**config.mk**
```make
export PLATFORM = sky130hd
export DESIGN_NAME = fetch_stage_flat
export DESIGN_NICKNAME = d
export VERILOG_FILES = /design/src/rtl/fetch_stage_if.sv /design/src/rtl/fetch_stage.sv /design/src/flat_wrapper.sv
export SDC_FILE = /design/constraint.sdc
export NUM_CORES = 2
export LEC_CHECK = 0
export CORE_MARGIN = 3
export CORE_UTILIZATION = 50
export DETAILED_ROUTE_END_ITERATION = 7
export PLACE_DENSITY = 0.74
export SLEW_MARGIN = 20
export SYNTH_ARGS = -nofsm -noshare
export SYNTH_HDL_FRONTEND = slang
export SYNTH_SLANG_ARGS = --single-unit
```
**constraint.sdc**
```tcl
create_clock -name clk -period 7.6 [get_ports clk]
set_input_delay 1.52 -clock clk [delete_from_list [all_inputs] [get_ports clk]]
set_output_delay 1.52 -clock clk [all_outputs]
set_load 0.05 [all_outputs]
```
**src/rtl/fetch_stage_if.sv**
```systemverilog
// fetch_stage_if
//   Bundles the control, program-load and IF/ID output signals of the
//   instruction-fetch stage. clk and rst_n stay plain ports on the stage.
//
//   Signals:
//     stall          hold PC and IF/ID this cycle
//     branch_taken   redirect fetch to branch_target and flush IF/ID
//     branch_target  redirect byte address (low two bits ignored, flagged)
//     imem_we        program-load write enable
//     imem_waddr     program-load word index
//     imem_wdata     program-load data word
//     if_id_instr    registered instruction
//     if_id_pc       PC of if_id_instr
//     if_id_valid    if_id_instr is a real fetched instruction
//     opcode         if_id_instr[6:0]
//     pc             current fetch PC
//     fetch_fault    sticky out-of-range / misaligned-target flag
//
//   Handshake: there is no backpressure from decode. A word on if_id_instr
//   is meaningful exactly when if_id_valid is high; while stall is high the
//   IF/ID contents (including if_id_valid) are held unchanged, and a
//   branch_taken cycle always produces a bubble (if_id_valid low).
//
//   Modports: slave = the fetch stage, master = whoever drives it.
interface fetch_stage_if #(
    parameter int IMEM_DEPTH = 64
);
    localparam int AW = $clog2(IMEM_DEPTH);

    logic          stall;
    logic          branch_taken;
    logic [31:0]   branch_target;
    logic          imem_we;
    logic [AW-1:0] imem_waddr;
    logic [31:0]   imem_wdata;
    logic [31:0]   if_id_instr;
    logic [31:0]   if_id_pc;
    logic          if_id_valid;
    logic [6:0]    opcode;
    logic [31:0]   pc;
    logic          fetch_fault;

    modport slave (
        input  stall, branch_taken, branch_target,
        input  imem_we, imem_waddr, imem_wdata,
        output if_id_instr, if_id_pc, if_id_valid, opcode, pc, fetch_fault
    );

    modport master (
        output stall, branch_taken, branch_target,
        output imem_we, imem_waddr, imem_wdata,
        input  if_id_instr, if_id_pc, if_id_valid, opcode, pc, fetch_fault
    );
endinterface

```
**src/rtl/fetch_stage.sv**
```systemverilog
// fetch_stage
//   Instruction-fetch stage: program counter, word-addressed instruction
//   memory with a program-load write port, and the IF/ID pipeline register.
//
//   Ports:
//     clk    rising-edge clock
//     rst_n  synchronous active-low reset
//     bus    fetch_stage_if.slave (control inputs, load port, IF/ID outputs)
//
//   Parameters:
//     IMEM_DEPTH  memory depth in 32-bit words (power of two, 4..4096)
//     RESET_PC    word-aligned PC loaded on reset
module fetch_stage #(
    parameter int          IMEM_DEPTH = 64,
    parameter logic [31:0] RESET_PC   = 32'h0000_0000
) (
    input  logic            clk,
    input  logic            rst_n,
    fetch_stage_if.slave    bus
);
    localparam int          AW  = $clog2(IMEM_DEPTH);
    localparam logic [31:0] NOP = 32'h0000_0013;

    logic [31:0]   mem [IMEM_DEPTH];

    logic [31:0]   pcQ;
    logic [31:0]   instrQ;
    logic [31:0]   instrPcQ;
    logic          validQ;
    logic          faultQ;

    logic [AW-1:0] pcIdx;
    logic          pcInRange;
    logic [31:0]   fetchWord;
    logic          targetMisaligned;

    // Any PC bit above the word index means the fetch is past the memory.
    assign pcIdx            = pcQ[AW+1:2];
    assign pcInRange        = (pcQ[31:AW+2] == '0);
    assign fetchWord        = pcInRange ? mem[pcIdx] : NOP;
    assign targetMisaligned = (bus.branch_target[1:0] != 2'b00);

    // Program-load port. The combinational read above sees the pre-edge
    // contents, so a same-cycle write/fetch to one word returns old data.
    // No write happens while reset is asserted; memory is never cleared.
    always_ff @(posedge clk) begin
        if (rst_n && bus.imem_we) begin
            mem[bus.imem_waddr] <= bus.imem_wdata;
        end
    end

    // PC and IF/ID register. Branch wins over stall; stall freezes
    // everything including the fault flag update from a fetch.
    always_ff @(posedge clk) begin
        if (!rst_n) begin
            pcQ      <= RESET_PC;
            instrQ   <= NOP;
            instrPcQ <= 32'h0;
            validQ   <= 1'b0;
            faultQ   <= 1'b0;
        end else if (bus.branch_taken) begin
            pcQ      <= {bus.branch_target[31:2], 2'b00};
            instrQ   <= NOP;
            instrPcQ <= 32'h0;
            validQ   <= 1'b0;
            if (targetMisaligned) begin
                faultQ <= 1'b1;
            end
        end else if (!bus.stall) begin
            pcQ      <= pcQ + 32'd4;
            instrQ   <= fetchWord;
            instrPcQ <= pcQ;
            validQ   <= 1'b1;
            if (!pcInRange) begin
                faultQ <= 1'b1;
            end
        end
    end

    assign bus.if_id_instr = instrQ;
    assign bus.if_id_pc    = instrPcQ;
    assign bus.if_id_valid = validQ;
    assign bus.opcode      = instrQ[6:0];
    assign bus.pc          = pcQ;
    assign bus.fetch_fault = faultQ;
endmodule

```
**src/flat_wrapper.sv**
```systemverilog
// flat-port wrapper written by rule: the top's interface ports become plain ports
module fetch_stage_flat 
#(
    parameter int          IMEM_DEPTH = 64,
    parameter logic [31:0] RESET_PC   = 32'h0000_0000
)
  (clk, rst_n, bus_stall, bus_branch_taken, bus_branch_target, bus_imem_we, bus_imem_waddr, bus_imem_wdata, bus_if_id_instr, bus_if_id_pc, bus_if_id_valid, bus_opcode, bus_pc, bus_fetch_fault);
  fetch_stage_if #(.IMEM_DEPTH(IMEM_DEPTH)) bus_i ();
  input  logic clk;
  input  logic rst_n;
  input wire logic [$bits(bus_i.stall)-1:0] bus_stall;
  input wire logic [$bits(bus_i.branch_taken)-1:0] bus_branch_taken;
  input wire logic [$bits(bus_i.branch_target)-1:0] bus_branch_target;
  input wire logic [$bits(bus_i.imem_we)-1:0] bus_imem_we;
  input wire logic [$bits(bus_i.imem_waddr)-1:0] bus_imem_waddr;
  input wire logic [$bits(bus_i.imem_wdata)-1:0] bus_imem_wdata;
  output wire logic [$bits(bus_i.if_id_instr)-1:0] bus_if_id_instr;
  output wire logic [$bits(bus_i.if_id_pc)-1:0] bus_if_id_pc;
  output wire logic [$bits(bus_i.if_id_valid)-1:0] bus_if_id_valid;
  output wire logic [$bits(bus_i.opcode)-1:0] bus_opcode;
  output wire logic [$bits(bus_i.pc)-1:0] bus_pc;
  output wire logic [$bits(bus_i.fetch_fault)-1:0] bus_fetch_fault;
  assign bus_i.stall = bus_stall;
  assign bus_i.branch_taken = bus_branch_taken;
  assign bus_i.branch_target = bus_branch_target;
  assign bus_i.imem_we = bus_imem_we;
  assign bus_i.imem_waddr = bus_imem_waddr;
  assign bus_i.imem_wdata = bus_imem_wdata;
  assign bus_if_id_instr = bus_i.if_id_instr;
  assign bus_if_id_pc = bus_i.if_id_pc;
  assign bus_if_id_valid = bus_i.if_id_valid;
  assign bus_opcode = bus_i.opcode;
  assign bus_pc = bus_i.pc;
  assign bus_fetch_fault = bus_i.fetch_fault;
  fetch_stage #(.IMEM_DEPTH(IMEM_DEPTH), .RESET_PC(RESET_PC)) u_core (.clk(clk), .rst_n(rst_n), .bus(bus_i));
endmodule
```
==> qor.yml <==
synthesis:
  synth.distinct_cells: 61
  synth.area.top_cells: "edfxtp_1 75%, mux4_2 11%, mux2i_1 3.2%, dfxtp_1 2.4%, nor2_1 0.58%"
  ys_warn_count: 0
  postSynthRegisterBits: 2148
  synth_edf_count: 2048
  netlist_top_cells_count: "2048 x edfxtp_1, 416 x mux4_2, 266 x mux2i_1"
  synth_ff_type: "edfxtp_1"
  ys_async_sr_fraction: 0
  syn_area_per_cell_um2: 20.9
  postSynthCellCount: 3931
  synth.most_common_cell: "edfxtp_1"
  syn-cell-area_mm2: 0.0823
  ys_seq_area_frac: 0.772
  synth_top_area_cell: "edfxtp_1"
  synth_top_cell_area_share: 0.748
outcome:
  status: "completed"
cts:
  clkTransAtPathRegs_ns: 0.06
  cts_max_level: 4
  insertion_delay_ns: 0.83
  root_buffer: "clkbuf_16"
  ctsResizeCount: 0
  clock_path_buffers: 3
  cts_made_buffers: 204
  cts_tree: "yes"
  post_cts_buffers: 0
  cts_hold_buffers: 0
  clock-sinks: 2148
placement:
  finalWeightedCongestion: 1.13
  place_area_mm2: 0.0867
  io_buffers: 175
  dp_hpwl_um: 120000
  post-place-ws_ns: 2.25
sta:
  tightest_slew_ns: 1.30
  setup_ws_ns: 2.82
  setup_viol: 0
  fmax_mhz: 209
  relSlewSlack: 0.129
  post-route-min-period_ns: 4.78
  fin_crit_sh: 0.629
  fin_worst_skew_ns: 0.0495
  finalSetupTns_ns: 0
  drv_slew: 0
  rsz0062_at_grt: "no"
  hold_viol: 0
die:
  core_area_mm2: 0.163
  die_w_um: 412
  num_rows: 148
  fp.dieH_um: 412
  ios: 180
  die_area_mm2: 0.169
  start_util: 0.504
worst_setup_path:
  cp-end-kind: "flip-flop"
  r2r_cells: 6
  crit_chain: "clkdlybuf4s50_1 > buf_4 > nand2_1 > nor2_1 > nand2_1 > nor2_4 > buf_4"
  worstPathArrival_ns: 5.31
  worstSetupPathType: "primary input to flip-flop"
  r2r-end: "u_core.bus.if_id_instr[24]$_SDFFE_PP0N_"
  crit_path_max_fanout: 35
  critPathRequiredTime_ns: 8.13
  crit_slowest_cell: "nor2_4"
  startpoint_type: "primary input"
  slowest_delay_ns: 1.05
  r2r_slack_ns: 3.49
global_routing:
  grt.overflow.total: 0
  grt_use_total: 0.243
  grt_max_degree: 130
  grt_pass1_wl_um: 295000
  grt_pass1_vias: 40400
  antenna_found_initial: 18
hold_path:
  min-delay-path-class: "flip-flop to flip-flop"
  hold_end: "u_core.bus.if_id_valid$_SDFFE_PP0N_"
  min-delay-start: "u_core.bus.if_id_valid$_SDFFE_PP0N_"
  hold_depth: 2
routing:
  drc: 0
  wl_per_cell_um: 31.9
  drt_iter0_drc: 7070
  viasPerCell: 6.41
  wirelength_um: 208000
  drtAntennaViolNets: 0
  firstDrtPassIters: 6
  vias: 41900
run:
  cap_violations: 0
final_layout:
  area_delta_synth_final_pct: 13.8
  fin_nets: 4263
  fin_area_mm2: 0.0936
  drive_gt1_frac: 0.224
power:
  max-vdd-ir-drop_uv: 238
  power_leakage_nw: 28.5
  powerDensity_mw_per_mm2: 259
-- kinds of logic (layout without fill, tap and decap cells) --
group | after synthesis | after routing | synth area share
muxes | 716 | 716 | 0.151
and+or+nand+nor | 383 | 383 | 0.0220
adders and majority gates | 1 | 1 | 0.000152
AOI/OAI and AO/OA | 406 | 406 | 0.0350
buffers and inverters | 248 | 669 | 0.0171
DFF | 2148 | 2148 | 0.772
other | 1 | 11 | 0.0000456
xor gates and xnor gates | 28 | 28 | 0.00298
-- cell usage in the layout, fill, tap and decap left out, types with 10 or more instances in the layout --
| cell type | count |
|---|---|
| a22oi_1 | 58 |
| o221ai_1 | 20 |
| nor4_1 | 22 |
| nand2_1 | 108 |
| mux4_2 | 416 |
| mux2i_1 | 266 |
| a21oi_1 | 49 |
| clkbuf_16 | 204 |
| nor2_4 | 66 |
| a221oi_1 | 37 |
| nor2_1 | 61 |
| o41ai_2 | 16 |
| bufinv_16 | 10 |
| o21ai_0 | 47 |
| clkdlybuf4s50_1 | 142 |
| buf_2 | 31 |
| clkbuf_1 | 42 |
| a22o_1 | 14 |
| nand3_1 | 30 |
| and2_1 | 15 |
| a31oi_1 | 19 |
| clkinv_2 | 36 |
| edfxtp_1 | 2048 |
| xnor2_1 | 20 |
| nand4_1 | 16 |
| dfxtp_1 | 95 |
| buf_12 | 26 |
| mux2_2 | 33 |
| buf_4 | 74 |
| o2111ai_1 | 22 |
| o22ai_1 | 71 |
| clkinv_1 | 52 |
| nor2b_1 | 15 |
| buf_16 | 13 |
-- state kept, by name, indices dropped and copies added (netlist names), named ones only --
signal	count
u_core.bus.fetch_fault	1
u_core.bus.if_id_instr	32
u_core.bus.if_id_pc	30
u_core.bus.if_id_valid	1
u_core.bus.pc	30
u_core.mem	2048
-- critical path, delay by kind of cell --
kind	cells	cell delay, ns
AND/OR/NAND/NOR	4	2.63
buffers and inverters	3	1.13
-- worst max path at each step --
| stage | slack, ns | end | startpoint | cells after the start |
|---|---|---|---|---|
| after global placement | 2.27 | u_core.mem[16][29]$_DFFE_PP_ | rst_n | 7 |
| after global routing | 2.91 | u_core.mem[16][5]$_DFFE_PP_ | rst_n | 7 |
| final | 2.82 | u_core.mem[16][5]$_DFFE_PP_ | rst_n | 7 |
| after CTS | 3.15 | u_core.mem[16][22]$_DFFE_PP_ | rst_n | 7 |
| after floorplan | 3.48 | u_core.mem[10][0]$_DFFE_PP_ | bus_imem_waddr[3] | 4 |
| after detailed placement | 2.25 | u_core.mem[16][29]$_DFFE_PP_ | rst_n | 7 |
-- power by group --
part | leakage (nW) | total (W) | internal [W] | switching (W)
registers | 19.2 | 0.0131 | 0.0130 | 0.0000652
clock network | 3.08 | 0.00969 | 0.00530 | 0.00439
logic | 6.20 | 0.00148 | 0.000524 | 0.000956
total | 28.5 | 0.0242 | 0.0188 | 0.00541
-- area by class of cell --
class	count	area (um^2)
timing repair buffer	286	3010
inverter	9	33.8
fill	11400	69500
clock buffer	246	5260
clock inverter	128	1070
antenna	7	17.5
tap	2175	2720
sequential	2148	63500
multi-input combinational	1538	18000
-- through the flow --
stage	std cells	hold WS [ns]	util	power, W
floorplan	3934	0.629	-	0.0141
global placement	6125	0.438	0.531	0.0148
detailed placement	6129	0.446	0.531	0.0148
CTS	6503	0.456	0.570	0.0243
global route	6531	0.476	0.574	0.0249
finish	6537	0.457	0.574	0.0242
-- layer usage --
metal / up-vias / track usage / routed length (um)
met5: - / 0 / 104
met4: 16 / 0.0820 / 7490
met3: 367 / 0.0744 / 26500
met2: 2708 / 0.357 / 94400
met1: 21800 / 0.351 / 79800
li1: 17000 / - / -
No activity file was read; power rests on OpenSTA's default activity.
